`src/rtl/mips32_boot_loader.sv`:
```
// Streaming boot loader for the MIPS32 core: writes header/data/checksum image into memory, then releases halt.
// Optional stall timeout is compiled in with `define BOOT_LOADER_TIMEOUT_EN (parameter TIMEOUT_CYC).
module mips32_boot_loader #(
  parameter int ADDR_W = 10,
  parameter int DATA_W = 32
`ifdef BOOT_LOADER_TIMEOUT_EN
  , parameter int TIMEOUT_CYC = 1024
`endif
) (
  input  logic              clk,
  input  logic              rst_n,
  input  logic              load_req,
  input  logic [DATA_W-1:0] in_data,
  input  logic              in_valid,
  output logic              in_ready,
  output logic              mem_we,
  output logic [ADDR_W-1:0] mem_addr,
  output logic [DATA_W-1:0] mem_wdata,
  output logic              cpu_halt,
  output logic              cpu_start,
  output logic [ADDR_W-1:0] cpu_pc_init,
  output logic              busy,
  output logic              error,
  output logic [2:0]        dbg_state
);

  // Stream handshake: a word moves on a rising edge where in_valid && in_ready;
  // in_ready depends only on the current state, never on in_valid.

  typedef enum logic [2:0] {
    S_IDLE   = 3'd0,
    S_HEADER = 3'd1,
    S_DATA   = 3'd2,
    S_CHECK  = 3'd3,
    S_DONE   = 3'd4,
    S_ERROR  = 3'd5
  } state_t;

  localparam logic [16:0] MEM_WORDS = 17'(1 << ADDR_W);

  state_t              state_q, state_d;
  logic [ADDR_W-1:0]   base_q, base_d;
  logic [15:0]         count_q, count_d;
  logic [15:0]         index_q, index_d;
  logic [DATA_W-1:0]   sum_q, sum_d;
  logic                mem_we_q, mem_we_d;
  logic [ADDR_W-1:0]   mem_addr_q, mem_addr_d;
  logic [DATA_W-1:0]   mem_wdata_q, mem_wdata_d;
  logic                start_q, start_d;
  logic [ADDR_W-1:0]   pc_init_q, pc_init_d;
`ifdef BOOT_LOADER_TIMEOUT_EN
  logic [31:0]         tmo_q, tmo_d;
`endif

  logic        active;
  logic        xfer;
  logic [15:0] hdr_base;
  logic [15:0] hdr_count;
  logic [16:0] hdr_end;
  logic        hdr_bad;

  assign active    = (state_q == S_HEADER) || (state_q == S_DATA) || (state_q == S_CHECK);
  assign xfer      = in_valid && active;
  assign hdr_base  = in_data[31:16];
  assign hdr_count = in_data[15:0];
  assign hdr_end   = {1'b0, hdr_base} + {1'b0, hdr_count};
  // Base must fit in ADDR_W bits and the image must not run past the top word.
  assign hdr_bad   = ((hdr_base >> ADDR_W) != 16'd0) || (hdr_end > MEM_WORDS);

  always_comb begin
    state_d     = state_q;
    base_d      = base_q;
    count_d     = count_q;
    index_d     = index_q;
    sum_d       = sum_q;
    mem_we_d    = 1'b0;
    mem_addr_d  = mem_addr_q;
    mem_wdata_d = mem_wdata_q;
    start_d     = 1'b0;
    pc_init_d   = pc_init_q;
`ifdef BOOT_LOADER_TIMEOUT_EN
    tmo_d       = tmo_q;
`endif

    case (state_q)
      S_IDLE: begin
        if (load_req) state_d = S_HEADER;
      end
      S_HEADER: begin
        if (xfer) begin
          base_d  = hdr_base[ADDR_W-1:0];
          count_d = hdr_count;
          index_d = 16'd0;
          sum_d   = in_data;
          if (hdr_bad)                state_d = S_ERROR;
          else if (hdr_count == 16'd0) state_d = S_CHECK;
          else                         state_d = S_DATA;
        end
      end
      S_DATA: begin
        if (xfer) begin
          mem_we_d    = 1'b1;
          mem_addr_d  = base_q + index_q[ADDR_W-1:0];
          mem_wdata_d = in_data;
          sum_d       = sum_q + in_data;
          index_d     = index_q + 16'd1;
          if (index_d == count_q) state_d = S_CHECK;
        end
      end
      S_CHECK: begin
        if (xfer) begin
          if (in_data == sum_q) begin
            state_d   = S_DONE;
            start_d   = 1'b1;
            pc_init_d = base_q;
          end else begin
            state_d   = S_ERROR;
          end
        end
      end
      S_DONE: begin
        if (load_req) state_d = S_HEADER;
      end
      S_ERROR: begin
        if (load_req) state_d = S_HEADER;
      end
      default: state_d = S_IDLE;
    endcase

`ifdef BOOT_LOADER_TIMEOUT_EN
    // Counts consecutive stalled cycles while the loader is waiting for a word.
    if (state_d == S_HEADER && state_q != S_HEADER) begin
      tmo_d = 32'd0;
    end else if (active) begin
      if (xfer) begin
        tmo_d = 32'd0;
      end else if (tmo_q == 32'(TIMEOUT_CYC - 1)) begin
        tmo_d   = 32'd0;
        state_d = S_ERROR;
      end else begin
        tmo_d = tmo_q + 32'd1;
      end
    end
`endif
  end

  always_ff @(posedge clk or negedge rst_n) begin
    if (!rst_n) begin
      state_q     <= S_IDLE;
      base_q      <= '0;
      count_q     <= '0;
      index_q     <= '0;
      sum_q       <= '0;
      mem_we_q    <= 1'b0;
      mem_addr_q  <= '0;
      mem_wdata_q <= '0;
      start_q     <= 1'b0;
      pc_init_q   <= '0;
`ifdef BOOT_LOADER_TIMEOUT_EN
      tmo_q       <= '0;
`endif
    end else begin
      state_q     <= state_d;
      base_q      <= base_d;
      count_q     <= count_d;
      index_q     <= index_d;
      sum_q       <= sum_d;
      mem_we_q    <= mem_we_d;
      mem_addr_q  <= mem_addr_d;
      mem_wdata_q <= mem_wdata_d;
      start_q     <= start_d;
      pc_init_q   <= pc_init_d;
`ifdef BOOT_LOADER_TIMEOUT_EN
      tmo_q       <= tmo_d;
`endif
    end
  end

  assign in_ready    = active;
  assign busy        = active;
  assign mem_we      = mem_we_q;
  assign mem_addr    = mem_addr_q;
  assign mem_wdata   = mem_wdata_q;
  assign cpu_halt    = (state_q != S_DONE);
  assign cpu_start   = start_q;
  assign cpu_pc_init = pc_init_q;
  assign error       = (state_q == S_ERROR);
  assign dbg_state   = state_q;

endmodule

```
`config.mk`:
```
export PLATFORM = sky130hd
export DESIGN_NAME = mips32_boot_loader
export DESIGN_NICKNAME = d
export VERILOG_FILES = /design/src/rtl/mips32_boot_loader.sv
export SDC_FILE = /design/constraint.sdc
export NUM_CORES = 1
export LEC_CHECK = 0
export CAP_MARGIN = 20
export CORE_UTILIZATION = 50
export DETAILED_ROUTE_END_ITERATION = 16
export PLACE_DENSITY = 0.8
export REMOVE_ABC_BUFFERS = 1
export SYNTH_ARGS = -nofsm -noshare
export SYNTH_HDL_FRONTEND = slang
export SYNTH_SLANG_ARGS = --single-unit
```
`constraint.sdc`:
```
create_clock -name clk -period 4.5 [get_ports clk]
set_input_delay 1.125 -clock clk [delete_from_list [all_inputs] [get_ports clk]]
set_output_delay 1.125 -clock clk [all_outputs]
set_load 0.01 [all_outputs]
```
=== Yosys cells after proc, flatten, opt, wreduce, memory -nomap -nowiden ===
Index checks and enable logic that the tools add are counted.

* Reductions and logical operators: 14
* Order comparisons: 1
* Add/subtract/negate cells: 4
* Mux-type cells: 20
* Equal/unequal tests: 13

{| class="wikitable"
|+ Operator list
! cell !! number
|-
| 32-bit two-way mux || 2
|-
| 32-bit case mux with 2 select lines || 1
|-
| 32-bit adder || 1
|-
| 32-bit equality test || 1
|-
| 16-bit two-way mux || 2
|-
| 16-bit case mux with 2 select lines || 1
|-
| 3-bit two-way mux || 6
|-
| 16-bit by 16-bit adder with 17-bit output || 1
|-
| 17-bit by 11-bit greater-than comparator with 1-bit output, second input constant || 1
|-
| 16-bit by 1-bit adder with 16-bit output, second input constant || 1
|-
| 16-bit equality test || 1
|-
| 16-bit logical NOT || 1
|-
| 16-bit nonzero test || 1
|-
| 3-bit case mux with 4 select lines || 1
|-
| 10-bit adder || 1
|-
| 1-bit two-way mux || 7
|-
| 3-bit by 2-bit equality test with 1-bit output, second input constant || 2
|-
| 3-bit equality test, second input constant || 2
|-
| 2-bit != test, second input constant || 3
|-
| 3-bit AND reduction || 2
|-
| 5-bit AND reduction || 1
|-
| 2-bit by 1-bit != test with 1-bit output, second input constant || 2
|-
| 2-bit AND reduction || 2
|-
| 3-bit by 1-bit equality test with 1-bit output, second input constant || 1
|-
| 6 further kinds || 8
|}

* Register bits: 131
* Output and inout bits: 61
* Logic and storage cells: 62
* Input bits: 36

=== Longest topological paths before layout ===
Gate-level depths: netlist of run 1.

* Word-level depth: 6
* Gate-level depth with buffers: 11
* Mapped depth without buffers: 11

=== Least setup slack after synthesis of run 1 ===
Ideal clock, no wire load.

* Path kind: input port to flip-flop
* From: input in_data[0]
* To: register state_q[2], in the netlist dbg_state[2]
* Path buffers: 0
* Data required time: 4.379 ns
* Path slack: 0.990 ns
* Stages: 10
* Arrival: 3.389 ns
* Library setup time: 0.121 ns
* Cell sequence: ha_1 > fa_1 > a21oi_1 > nor2b_1 > a2111o_1 > a2111oi_0 > nand3_1 > o31ai_1 > nand4b_1 > a22o_1

* Cells in the longest elaborated chain, start to end: 6

{| class="wikitable"
|+ RTL lines
! item !! RTL line !! RTL
|-
| from (decl) || 13 || <nowiki>input logic [DATA_W-1:0] in_data,</nowiki>
|-
| 16-bit by 16-bit adder with 17-bit output || 66 || <nowiki>assign hdr_end = {1'b0, hdr_base} + {1'b0, hdr_count};</nowiki>
|-
| 17-bit by 11-bit greater-than comparator with 1-bit output || 68 || <nowiki>assign hdr_bad = ((hdr_base >> ADDR_W) != 16'd0) || (hdr_end > MEM_WORDS);</nowiki>
|-
| 1-bit logical OR || 68 ||
|-
| 3-bit two-way mux || 95 || <nowiki>if (hdr_bad) state_d = S_ERROR;</nowiki>
|-
| 3-bit two-way mux || 90 || <nowiki>if (xfer) begin</nowiki>
|-
| 3-bit case mux with 4 select lines || 85 || <nowiki>case (state_q)</nowiki>
|-
| to (signal assigned) || 163 || <nowiki>state_q <= state_d;</nowiki>
|-
| to (decl) || 41 || <nowiki>state_t state_q, state_d;</nowiki>
|}

Every way passes these cells. The select of a mux whose other input is x is not followed.
A chain may end at the register's enable or synchronous reset.

=== Worst setup path after layout of run 1 ===
* From: input in_data[1]
* To: register state_q[2], in the netlist dbg_state[2]

Same word-level chain as after synthesis.

==> results.py, run 1 <==
metrics = {
    "timing": {
        "min_period_ns": 4.01,
        "fin_crit_sh_pct": 89.1,
        "maxSlewHeadroom_pct": 42.1,
        "holdWs_ns": 0.470,
        "drv_slew": 0,
        "clock_skew_ns": 0.00927,
        "rsz0062_at_grt": "no",
        "fmaxAchievable_ghz": 0.249,
        "finalHoldViolations": 0,
        "setup_viol": 0,
        "max_slew.worst_pin.slew_ns": 0.868,
    },
    "drt": {
        "wl_mm": 25.3,
        "wl_per_cell_um": 18.6,
        "drcViolationCount": 0,
        "drtIter0Drc": 790,
        "via_count": 8011,
        "ant_nets": 0,
        "vias_per_cell": 5.89,
        "drtPass1Iterations": 6,
    },
    "power": {
        "sw_frac_of_total_pct": 33.3,
        "ir_drop_v": 0.000313,
        "clkPwrFrac_pct": 34.3,
        "p_leak_uw": 0.00485,
        "powerDensity_nw_per_um2": 370,
        "p_comb_share_pct": 30.3,
        "p_sw_uw": 1300,
        "intPower_uw": 2600,
        "p_seq_share_pct": 35.3,
    },
    "cells_and_area": {
        "nFillCells": 1442,
        "final_cells": 1359,
        "drive_gt1_share_pct": 8.78,
        "seqCellArea_sq_um": 3280,
        "final_util_pct": 63.1,
        "layout.nets": 1223,
        "diodes": 0,
        "synthToLayoutAreaGrowth_pct": 22.4,
        "stdcell_area_sq_um": 10500,
        "multi_input_area_sq_um": 5070,
    },
    "synth": {
        "synth_top_area_share_pct": 38.1,
        "ys_seq_elements": 131,
        "yosys-top-cells-area": "dfrtp_1, nand2_1, ha_1",
        "synth_most_common_cell": "nand2_1",
        "yosys.area.top_type": "dfrtp_1",
        "seq_area_frac_synth_pct": 38.1,
        "ys_types": 70,
        "synthFlopType": "dfrtp_1",
        "synth_area_per_cell_sq_um": 8.46,
        "synth_warnings": 0,
        "synth_commonest_cells": "nand2_1, dfrtp_1, o21ai_0, nor2_1, ha_1",
        "syn_area_sq_um": 8610,
        "async_reset_ff_share_pct": 100,
        "netlist_instances": 1018,
        "synth_edf_count": 0,
    },
    "global_routing": {
        "use_met2_pct": 46.9,
        "grt_pass1_wl_mm": 41.2,
        "antenna_found_initial": 0,
        "grt-ovfl-total": 0,
        "grtUsageMet1_pct": 41.2,
        "grt_max_degree": 92,
        "grt_pass1_vias": 7772,
        "track_usage_pct": 29.7,
        "gr-usage-met3_pct": 5.33,
        "top_usage_layer": "met2",
    },
    "cts": {
        "cts_sinks": 131,
        "cts_setup_buffers": 0,
        "ctsLongestPathBuffers": 2,
        "tritoncts.num_buffers": 17,
        "cts_resized": 0,
        "cts_hold_buf": 0,
        "clockRootBuffer": "clkbuf_16",
        "h-tree-depth": 4,
        "clk_pin_slew_ns": 0.05,
        "cts_tree": "built",
        "clk_latency_ns": 0.43,
    },
    "worst_setup_path": {
        "worstSetupPathType": "in2reg",
        "path_cells": "clkdlybuf4s50_1 > fa_1 > a21oi_1 > nor2b_1 > a2111o_1 > a2111oi_0 > buf_4 > nand3_1 > o31ai_1 > nand4b_1 > a22o_1",
        "cp_top_family": "compound AO/OA/AOI/OAI gates",
        "cp.buffers_inverters": 2,
        "cp_max_fo": 6,
        "crit_path_top_delay_cell": "clkdlybuf4s50_1",
        "worstPathArrival_ns": 4.32,
        "critPathMaxStageDelay_ns": 0.57,
        "critPathRequiredTime_ns": 4.81,
        "worstSetupEndpointType": "flip-flop",
        "startpoint_type": "input pin",
    },
    "place": {
        "portBuffers": 96,
        "place_area_sq_um": 9990,
        "globalplace.congestion": 1.04,
        "dp_cells": 1328,
        "hpwl_mm": 18.1,
    },
    "min_path": {
        "hold_path_class": "reg2reg",
    },
    "outcome": {
        "status": "completed",
    },
    "die": {
        "die_h_um": 133,
        "io_pins": 97,
        "die_w_um": 133,
        "rows": 47,
        "dieArea_sq_um": 17800,
        "initial_utilization_pct": 51.6,
        "core_sq_um": 16700,
    },
    "flow_run": {
        "max_cap_violations": 0,
    },
}
==> area by class of cell <==
| class | count | area share (%) |
|---|---|---|
| multi-input combinational | 816 | 48.1 |
| tap | 220 | 2.61 |
| clock buffer | 22 | 4.21 |
| timing repair buffer | 136 | 12.1 |
| clock inverter | 9 | 1.02 |
| sequential | 131 | 31.1 |
| inverter | 25 | 0.890 |
==> routing by layer <==
metal	wire (um)	up-vias
li1	-	3838
met1	11200	3822
met2	11600	314
met3	1940	37
met4	527	0
met5	0	-
==> layout by cell type, fill, tap and decap left out, drive strengths merged, types with 4 or more instances in the layout <==
master         synthesis  layout
o31ai                 18      18
nor2b                  8       8
o21ai                 78      78
or3                    6       6
nor2                  62      62
a21o                  19      19
mux2                  12      12
nor3                  15      15
nand2                243     243
a31oi                 10      10
o21a                  13      13
clkinv                 0       4
clkdlybuf4s50          0      95
or2                    5       5
a211oi                11      11
nand4                 10      10
nand2b                 7       7
a21oi                 49      49
a22o                   5       5
nor4                  17      17
xor2                  17      17
a22oi                 14      14
dfrtp                131     131
inv                   25      26
and2                   5       5
ha                    57      57
buf                   11      41
nand3                 15      15
clkbuf                35      22
xnor2                 37      37
and3                  15      15
mux2i                  7       7
o211ai                 5       5
==> power groups by stage <==
stage                     Combinational, uW  Clock [uW]  Sequential, uW
after floorplan                         808           0            1370
after global placement                 1140           0            1390
after detailed placement               1150           0            1390
after CTS                              1160        1350            1370
after global routing                   1300        1400            1390
final                                  1180        1340            1380
==> final timing paths <==
check | from | end | slack (ns) | cells after the start
max | in_data[1] | dbg_state[2] | 0.49 | 11
min | mem_wdata[5] | mem_wdata[5] | 0.47 | 2
max reg2reg | sum_q[21] | cpu_pc_init[9] | 1.56 | 8
min reg2reg | mem_wdata[5] | mem_wdata[5] | 0.47 | 2
max in group asynchronous | rst_n | mem_wdata[22] | 2.90 | 2
min in group asynchronous | rst_n | mem_addr[2] | 0.77 | 1
==> stage by stage <==
| stage | setup slack (ns) | TNS [ns] | power [uW] |
|---|---|---|---|
| finish | 0.492 | 0 | 3900 |
| detailed placement | 0.144 | 0 | 2540 |
| CTS | 0.590 | 0 | 3890 |
| global placement | 0.240 | 0 | 2530 |
| global route | 0.410 | 0 | 4100 |
| floorplan | -0.491 | -10.03 | 2180 |
==> sequential cells by signal, summed over array words and instances (netlist names) <==
name,cells
mem_wdata,32
sum_q,32
count_q,16
index_q,16
base_q,10
cpu_pc_init,10
mem_addr,10
dbg_state,3
cpu_start,1
mem_we,1
==> cell families (layout without fill, tap and decap cells) <==
family                     Yosys count  count (layout)  share of synthesized area [%]
AOI/OAI and AO/OA                  262             262                           20.1
xor gates and xnor gates            54              54                           5.49
adders and majority gates           60              60                           8.98
buffers and inverters               71             192                           3.18
DFF                                131             131                           38.1
muxes                               19              19                           2.38
and+or+nand+nor                    421             421                           21.8
==> worst reg2reg max path, cell delays in order (launching register included) <==
cell	delay, ns
dfrtp_1	0.41
ha_1	0.38
nor4_1	0.54
nand4_1	0.23
nor4_1	0.42
buf_4	0.19
and2_1	0.16
buf_12	0.15
mux2_2	0.34
Power figures use the tool's default switching activity.
==> run 2, diff against run 1 <==
--- a/config.mk
+++ b/config.mk
@@ -6,9 +6,10 @@
 export NUM_CORES = 1
 export LEC_CHECK = 0
 export CAP_MARGIN = 20
-export CORE_UTILIZATION = 50
+export CORE_MARGIN = 10
+export CORE_UTILIZATION = 62
 export DETAILED_ROUTE_END_ITERATION = 16
-export PLACE_DENSITY = 0.8
+export PLACE_DENSITY = 0.95
 export REMOVE_ABC_BUFFERS = 1
 export SYNTH_ARGS = -nofsm -noshare
 export SYNTH_HDL_FRONTEND = slang
==> constraint.sdc (replaced) <==
create_clock -name clk -period 4.5 [get_ports clk]
set_input_delay 1.125 -clock clk [delete_from_list [all_inputs] [get_ports clk]]
set_output_delay 1.125 -clock clk [all_outputs]
set_load 0.05 [all_outputs]
==> run 2 against run 1 <==
Against the previous run: combinational power barely moved; count of clock-buffer cells in the layout is 2 lower; design area shrank 0.13%; clock skew fell by 0.0021 ns; maximum frequency fell by 3.8%; sequential cell count is the same; hold slack better by 0.0021 ns; power rose by 3.7%; register-to-register slack lost 0.02 ns; largest power group is now clock.
==> results.py, run 2 (synthesis gave the netlist of run 1 again) <==
metrics = {
    "worst_setup_path": {
        "rr_worst_depth": 12,
        "cp.buffers_inverters": 1,
        "critPathMaxStageDelay_ns": 0.51,
        "crit_path_top_delay_cell": "clkdlybuf4s50_1",
        "path_cells": "clkdlybuf4s50_1 > ha_1 > fa_1 > a21oi_1 > nor2b_1 > a2111o_1 > a2111oi_0 > nand3_1 > o31ai_1 > nand4b_1 > a22o_1",
        "startpoint_type": "input pin",
        "worstSetupEndpointType": "flip-flop",
        "worstReg2RegEnd": "sum_q[28]",
        "worstSetupPathType": "in2reg",
        "r2r_setup_slack_ns": 1.54,
        "reg2reg_from": "sum_q[0]",
        "worstPathArrival_ns": 4.49,
        "cp_max_fo": 5,
        "cp_top_family": "compound AO/OA/AOI/OAI gates",
        "critPathRequiredTime_ns": 4.82,
    },
    "timing": {
        "clock_skew_ns": 0.00713,
        "tns_ns": 0,
        "maxSlewHeadroom_pct": 42.0,
        "setup_viol": 0,
        "drv_slew": 0,
        "rsz0062_at_grt": "no",
        "holdWs_ns": 0.472,
        "fin_crit_sh_pct": 92.6,
        "max_slew.worst_pin.slew_ns": 0.867,
        "min_period_ns": 4.17,
        "fmaxAchievable_ghz": 0.240,
        "finalHoldViolations": 0,
    },
    "drt": {
        "ant_nets": 0,
        "wl_mm": 26.6,
        "drcViolationCount": 0,
        "drtPass1Iterations": 5,
        "vias_per_cell": 6.40,
        "drtIter0Drc": 946,
        "via_count": 8426,
        "wl_per_cell_um": 20.2,
    },
    "die": {
        "die_w_um": 138,
        "die_h_um": 138,
        "dieArea_sq_um": 19000,
        "core_sq_um": 13700,
        "initial_utilization_pct": 62.8,
        "io_pins": 97,
        "rows": 43,
    },
    "cells_and_area": {
        "synthToLayoutAreaGrowth_pct": 22.2,
        "final_util_pct": 76.7,
        "diodes": 0,
        "final_cell_mix": "nand2_1, dfrtp_1, clkdlybuf4s50_1",
        "layout_commonest_cell": "nand2_1",
        "layout.nets": 1220,
        "drive_gt1_share_pct": 8.97,
        "stdcell_area_sq_um": 10500,
    },
    "cts": {
        "cts_tree": "built",
        "h-tree-depth": 4,
        "cts_resized": 0,
        "cts_sinks": 131,
        "tritoncts.num_buffers": 17,
        "clk_pin_slew_ns": 0.06,
        "cts_hold_buf": 0,
        "ctsLongestPathBuffers": 2,
        "clockRootBuffer": "clkbuf_16",
        "clk_latency_ns": 0.44,
        "cts_setup_buffers": 0,
    },
    "min_path": {
        "hp-start": "mem_wdata[8]",
        "holdPathStages": 2,
        "hold_end": "mem_wdata[8]",
        "hold_path_class": "reg2reg",
    },
    "global_routing": {
        "grt_pass1_wl_mm": 42.0,
        "grt-ovfl-total": 0,
        "grt_max_degree": 89,
        "grt_pass1_vias": 8312,
        "antenna_found_initial": 0,
        "track_usage_pct": 27.9,
    },
    "place": {
        "hpwl_mm": 18.6,
        "place_area_sq_um": 9920,
        "portBuffers": 96,
        "globalplace.congestion": 1.00,
    },
    "outcome": {
        "status": "completed",
    },
    "power": {
        "ir_drop_v": 0.000250,
        "powerDensity_nw_per_um2": 384,
        "power_uw": 4040,
        "p_leak_uw": 0.00487,
    },
    "flow_run": {
        "max_cap_violations": 0,
    },
}
[run 2: through the flow]
step / cells / setup slack, ns
2_1_floorplan: 972 / -0.544
3_3_place_gp: 1285 / 0.0684
3_5_place_dp: 1285 / -0.0212
4_1_cts: 1317 / 0.387
5_1_grt: 1317 / 0.186
6_report: 1317 / 0.334
[run 2: worst max path at each step]
| stage | end | slack [ns] | startpoint | depth (start not counted) |
|---|---|---|---|---|
| 6_report | dbg_state[2] | 0.33 | in_data[16] | 11 |
| 2_1_floorplan | sum_q[28] | -0.54 | dbg_state[2] | 8 |
| 5_1_grt | dbg_state[2] | 0.19 | in_data[16] | 11 |
| 4_1_cts | dbg_state[2] | 0.39 | in_data[16] | 11 |
| 3_5_place_dp | dbg_state[2] | -0.02 | in_data[16] | 11 |
| 3_3_place_gp | dbg_state[2] | 0.07 | in_data[16] | 11 |
[run 2: layout make-up]
cell class,instances,area (sq um)
Sequential cell,131,3280
Tap cell,180,225
Clock buffer,20,457
Timing Repair Buffer,133,1250
Fill cell,922,3190
Multi-Input combinational cell,816,5070
Inverter,25,93.8
Clock inverter,12,154
[run 2: worst register-to-register path, delay by kind of cell (launching register included)]
kind            cells  cell delay [ns]
fa+ha+maj           2             0.38
flops               1             0.39
buf+inv             2             0.25
simple gates        2             0.23
compound gates      6             1.60
[run 2: power breakdown]
group          internal (uW)  leakage (uW)  total (uW)  switching (uW)
logic                    498       0.00286        1210             709
clock network            901      0.000293        1450             554
registers               1290       0.00171        1380            89.0
[run 2: layer usage]
layer	part of all wire, %	global-route usage (%)	vias up	wire length, um
met5	0	0	-	0
met4	3.3	12.8	0	867
met3	9.9	6.70	89	2620
met2	48	45.7	482	12700
met1	39	34.3	4021	10400
li1	-	-	3834	-
==> run 3, diff against run 2 <==
--- a/config.mk
+++ b/config.mk
@@ -5,11 +5,12 @@
 export SDC_FILE = /design/constraint.sdc
 export NUM_CORES = 1
 export LEC_CHECK = 0
+export ABC_AREA = 1
 export CAP_MARGIN = 20
 export CORE_MARGIN = 10
-export CORE_UTILIZATION = 62
+export CORE_UTILIZATION = 50
 export DETAILED_ROUTE_END_ITERATION = 16
-export PLACE_DENSITY = 0.95
+export PLACE_DENSITY = 0.8
 export REMOVE_ABC_BUFFERS = 1
 export SYNTH_ARGS = -nofsm -noshare
 export SYNTH_HDL_FRONTEND = slang
==> run 3 against run 2 <==
Against the previous run: register-to-register slack worse by 0.11 ns; via count grew 7.1%; critical path type unchanged; hold slack better by 0.0053 ns; clock power down 3%; count of clock-buffer cells in the layout down 3; synthesized cell count up 28%; global-route usage decreased by 4.3 points.
==> results.py, run 3 <==
metrics = {
    "synth": {
        "synth_warnings": 0,
        "synth_area_per_cell_sq_um": 7.03,
        "syn_area_sq_um": 9130,
        "synth_most_common_cell": "nand2_1",
        "synthFlopType": "dfrtp_1",
        "netlist_instances": 1298,
        "synth_top_area_share_pct": 35.9,
        "ys_types": 43,
        "seq_area_frac_synth_pct": 35.9,
        "ys_seq_elements": 131,
        "synth_edf_count": 0,
        "yosys.area.top_type": "dfrtp_1",
        "async_reset_ff_share_pct": 100,
        "synth_commonest_cells": "nand2_1, inv_1, o21ai_0, dfrtp_1, nor2_1",
        "yosys-top-cells-area": "dfrtp_1, nand2_1, ha_1",
    },
    "timing": {
        "max_slew.worst_pin.slew_ns": 0.821,
        "fin_crit_sh_pct": 77.9,
        "fmaxAchievable_ghz": 0.285,
        "rsz0062_at_grt": "no",
        "tns_ns": 0,
        "setup_viol": 0,
        "drv_slew": 0,
        "clock_skew_ns": 0.00822,
        "min_period_ns": 3.50,
        "finalHoldViolations": 0,
        "maxSlewHeadroom_pct": 45.3,
    },
    "global_routing": {
        "grt_max_degree": 89,
        "grt_pass1_vias": 8950,
        "antenna_found_initial": 0,
        "grt-ovfl-total": 0,
        "grt_pass1_wl_mm": 45.6,
        "track_usage_pct": 23.6,
    },
    "cells_and_area": {
        "final_util_pct": 61.1,
        "diodes": 0,
        "stdcell_area_sq_um": 11000,
        "drive_gt1_share_pct": 5.39,
        "layout_commonest_cell": "nand2_1",
        "layout.nets": 1493,
        "final_cell_mix": "nand2_1, inv_1, o21ai_0",
        "synthToLayoutAreaGrowth_pct": 20.1,
    },
    "drt": {
        "wl_mm": 28.0,
        "drtIter0Drc": 753,
        "ant_nets": 0,
        "drtPass1Iterations": 6,
        "drcViolationCount": 0,
        "vias_per_cell": 5.51,
        "via_count": 9023,
        "wl_per_cell_um": 17.1,
    },
    "place": {
        "portBuffers": 96,
        "hpwl_mm": 21.9,
        "place_area_sq_um": 10400,
        "globalplace.congestion": 0.996,
    },
    "power": {
        "p_sw_uw": 2500,
        "clkPwrFrac_pct": 24.7,
        "p_seq_share_pct": 29.9,
        "ir_drop_v": 0.000321,
        "p_leak_uw": 0.00532,
        "power_uw": 5690,
        "sw_frac_of_total_pct": 43.9,
        "powerDensity_nw_per_um2": 519,
        "p_comb_share_pct": 45.4,
        "intPower_uw": 3190,
    },
    "die": {
        "initial_utilization_pct": 50.8,
        "die_h_um": 155,
        "rows": 49,
        "dieArea_sq_um": 24100,
        "io_pins": 97,
        "core_sq_um": 18000,
        "die_w_um": 155,
    },
    "outcome": {
        "status": "completed",
    },
    "worst_setup_path": {
        "cp.buffers_inverters": 2,
        "worstSetupEndpointType": "flip-flop",
        "path_cells": "clkdlybuf4s50_1 > inv_1 > fa_1 > o21ai_1 > a21oi_1 > o21ai_2 > nand2_1 > nand2_1 > nand3_1 > nand2_1 > nor2_1 > o21ai_0 > nand2_1",
        "startpoint_type": "input pin",
        "critPathRequiredTime_ns": 4.81,
        "critPathMaxStageDelay_ns": 0.77,
        "crit_top_cell": "nand2_1",
        "worstPathArrival_ns": 3.82,
        "worstSetupPathType": "in2reg",
        "cp_top_family": "buffers and inverters",
        "crit_path_top_delay_cell": "clkdlybuf4s50_1",
        "cp_max_fo": 6,
    },
    "cts": {
        "cts_tree": "built",
        "tritoncts.num_buffers": 17,
        "cts_setup_buffers": 0,
        "h-tree-depth": 4,
        "clk_pin_slew_ns": 0.06,
        "cts_resized": 0,
        "cts_sinks": 131,
        "ctsLongestPathBuffers": 2,
        "clockRootBuffer": "clkbuf_16",
        "cts_hold_buf": 0,
        "clk_latency_ns": 0.43,
    },
    "min_path": {
        "hold_path_class": "reg2reg",
    },
    "flow_run": {
        "max_cap_violations": 0,
    },
}
[run 3: worst register-to-register path: cells and delay by family, from the launching register on]
family	cells	cell delay [ns]
flops	1	0.48
compound gates	2	0.21
buf+inv	5	1.55
simple gates	5	0.73
[run 3: cell families (layout without fill, tap and decap cells)]
logic type,Yosys count,count (layout),share of synthesized area [%]
xor gates and xnor gates,32,32,3.38
adders and majority gates,60,60,8.47
DFF,131,131,35.9
AOI/OAI and AO/OA,259,259,15.3
and+or+nand+nor,637,637,29.6
buffers and inverters,179,291,7.41
[run 3: layout make-up]
class / instances / area, sq um
Fill cell: 1636 / 7000
Multi-Input combinational cell: 988 / 5180
Sequential cell: 131 / 3280
Timing Repair Buffer: 111 / 1070
Inverter: 148 / 556
Clock buffer: 17 / 425
Tap cell: 229 / 287
Clock inverter: 15 / 170
[run 3: stage by stage]
step           cells  hold WS [ns]  worst slack, ns
2_1_floorplan   1267         0.453            0.911
3_3_place_gp    1607         0.460            0.626
3_5_place_dp    1607         0.462            0.553
4_1_cts         1639         0.482             1.02
5_1_grt         1639         0.502            0.761
6_report        1639         0.477            0.996
[run 3: path summary, 6_finish.rpt]
kind                              start          end  slack (ns)  cells after the start
max                          in_data[1]    sum_q[28]         1.0                     13
min                         mem_addr[0]  mem_addr[0]        0.48                      2
max reg2reg                dbg_state[1]    sum_q[25]        1.43                     12
min reg2reg                 mem_addr[0]  mem_addr[0]        0.48                      2
max in group asynchronous         rst_n    sum_q[12]        2.89                      2
min in group asynchronous         rst_n  mem_addr[7]        0.76                      1
[run 3: per-layer routing]
layer  wire [um]  share of wire (%)  vias up  global-route usage, %
li1            -                  -     4463                      -
met1       11700                 42     4199                   28.4
met2       13600                 49      299                   40.0
met3        1870                6.7       62                   5.87
met4         888                3.2        0                   8.59
met5           0                  0        -                      0
[run 3: power groups by stage]
stage,Combinational (uW),Clock (uW),Sequential [uW]
3_5_place_dp,2550,0,1710
4_1_cts,2570,1420,1700
2_1_floorplan,1770,0,1720
5_1_grt,2890,1470,1730
6_report,2580,1410,1700
3_3_place_gp,2510,0,1700
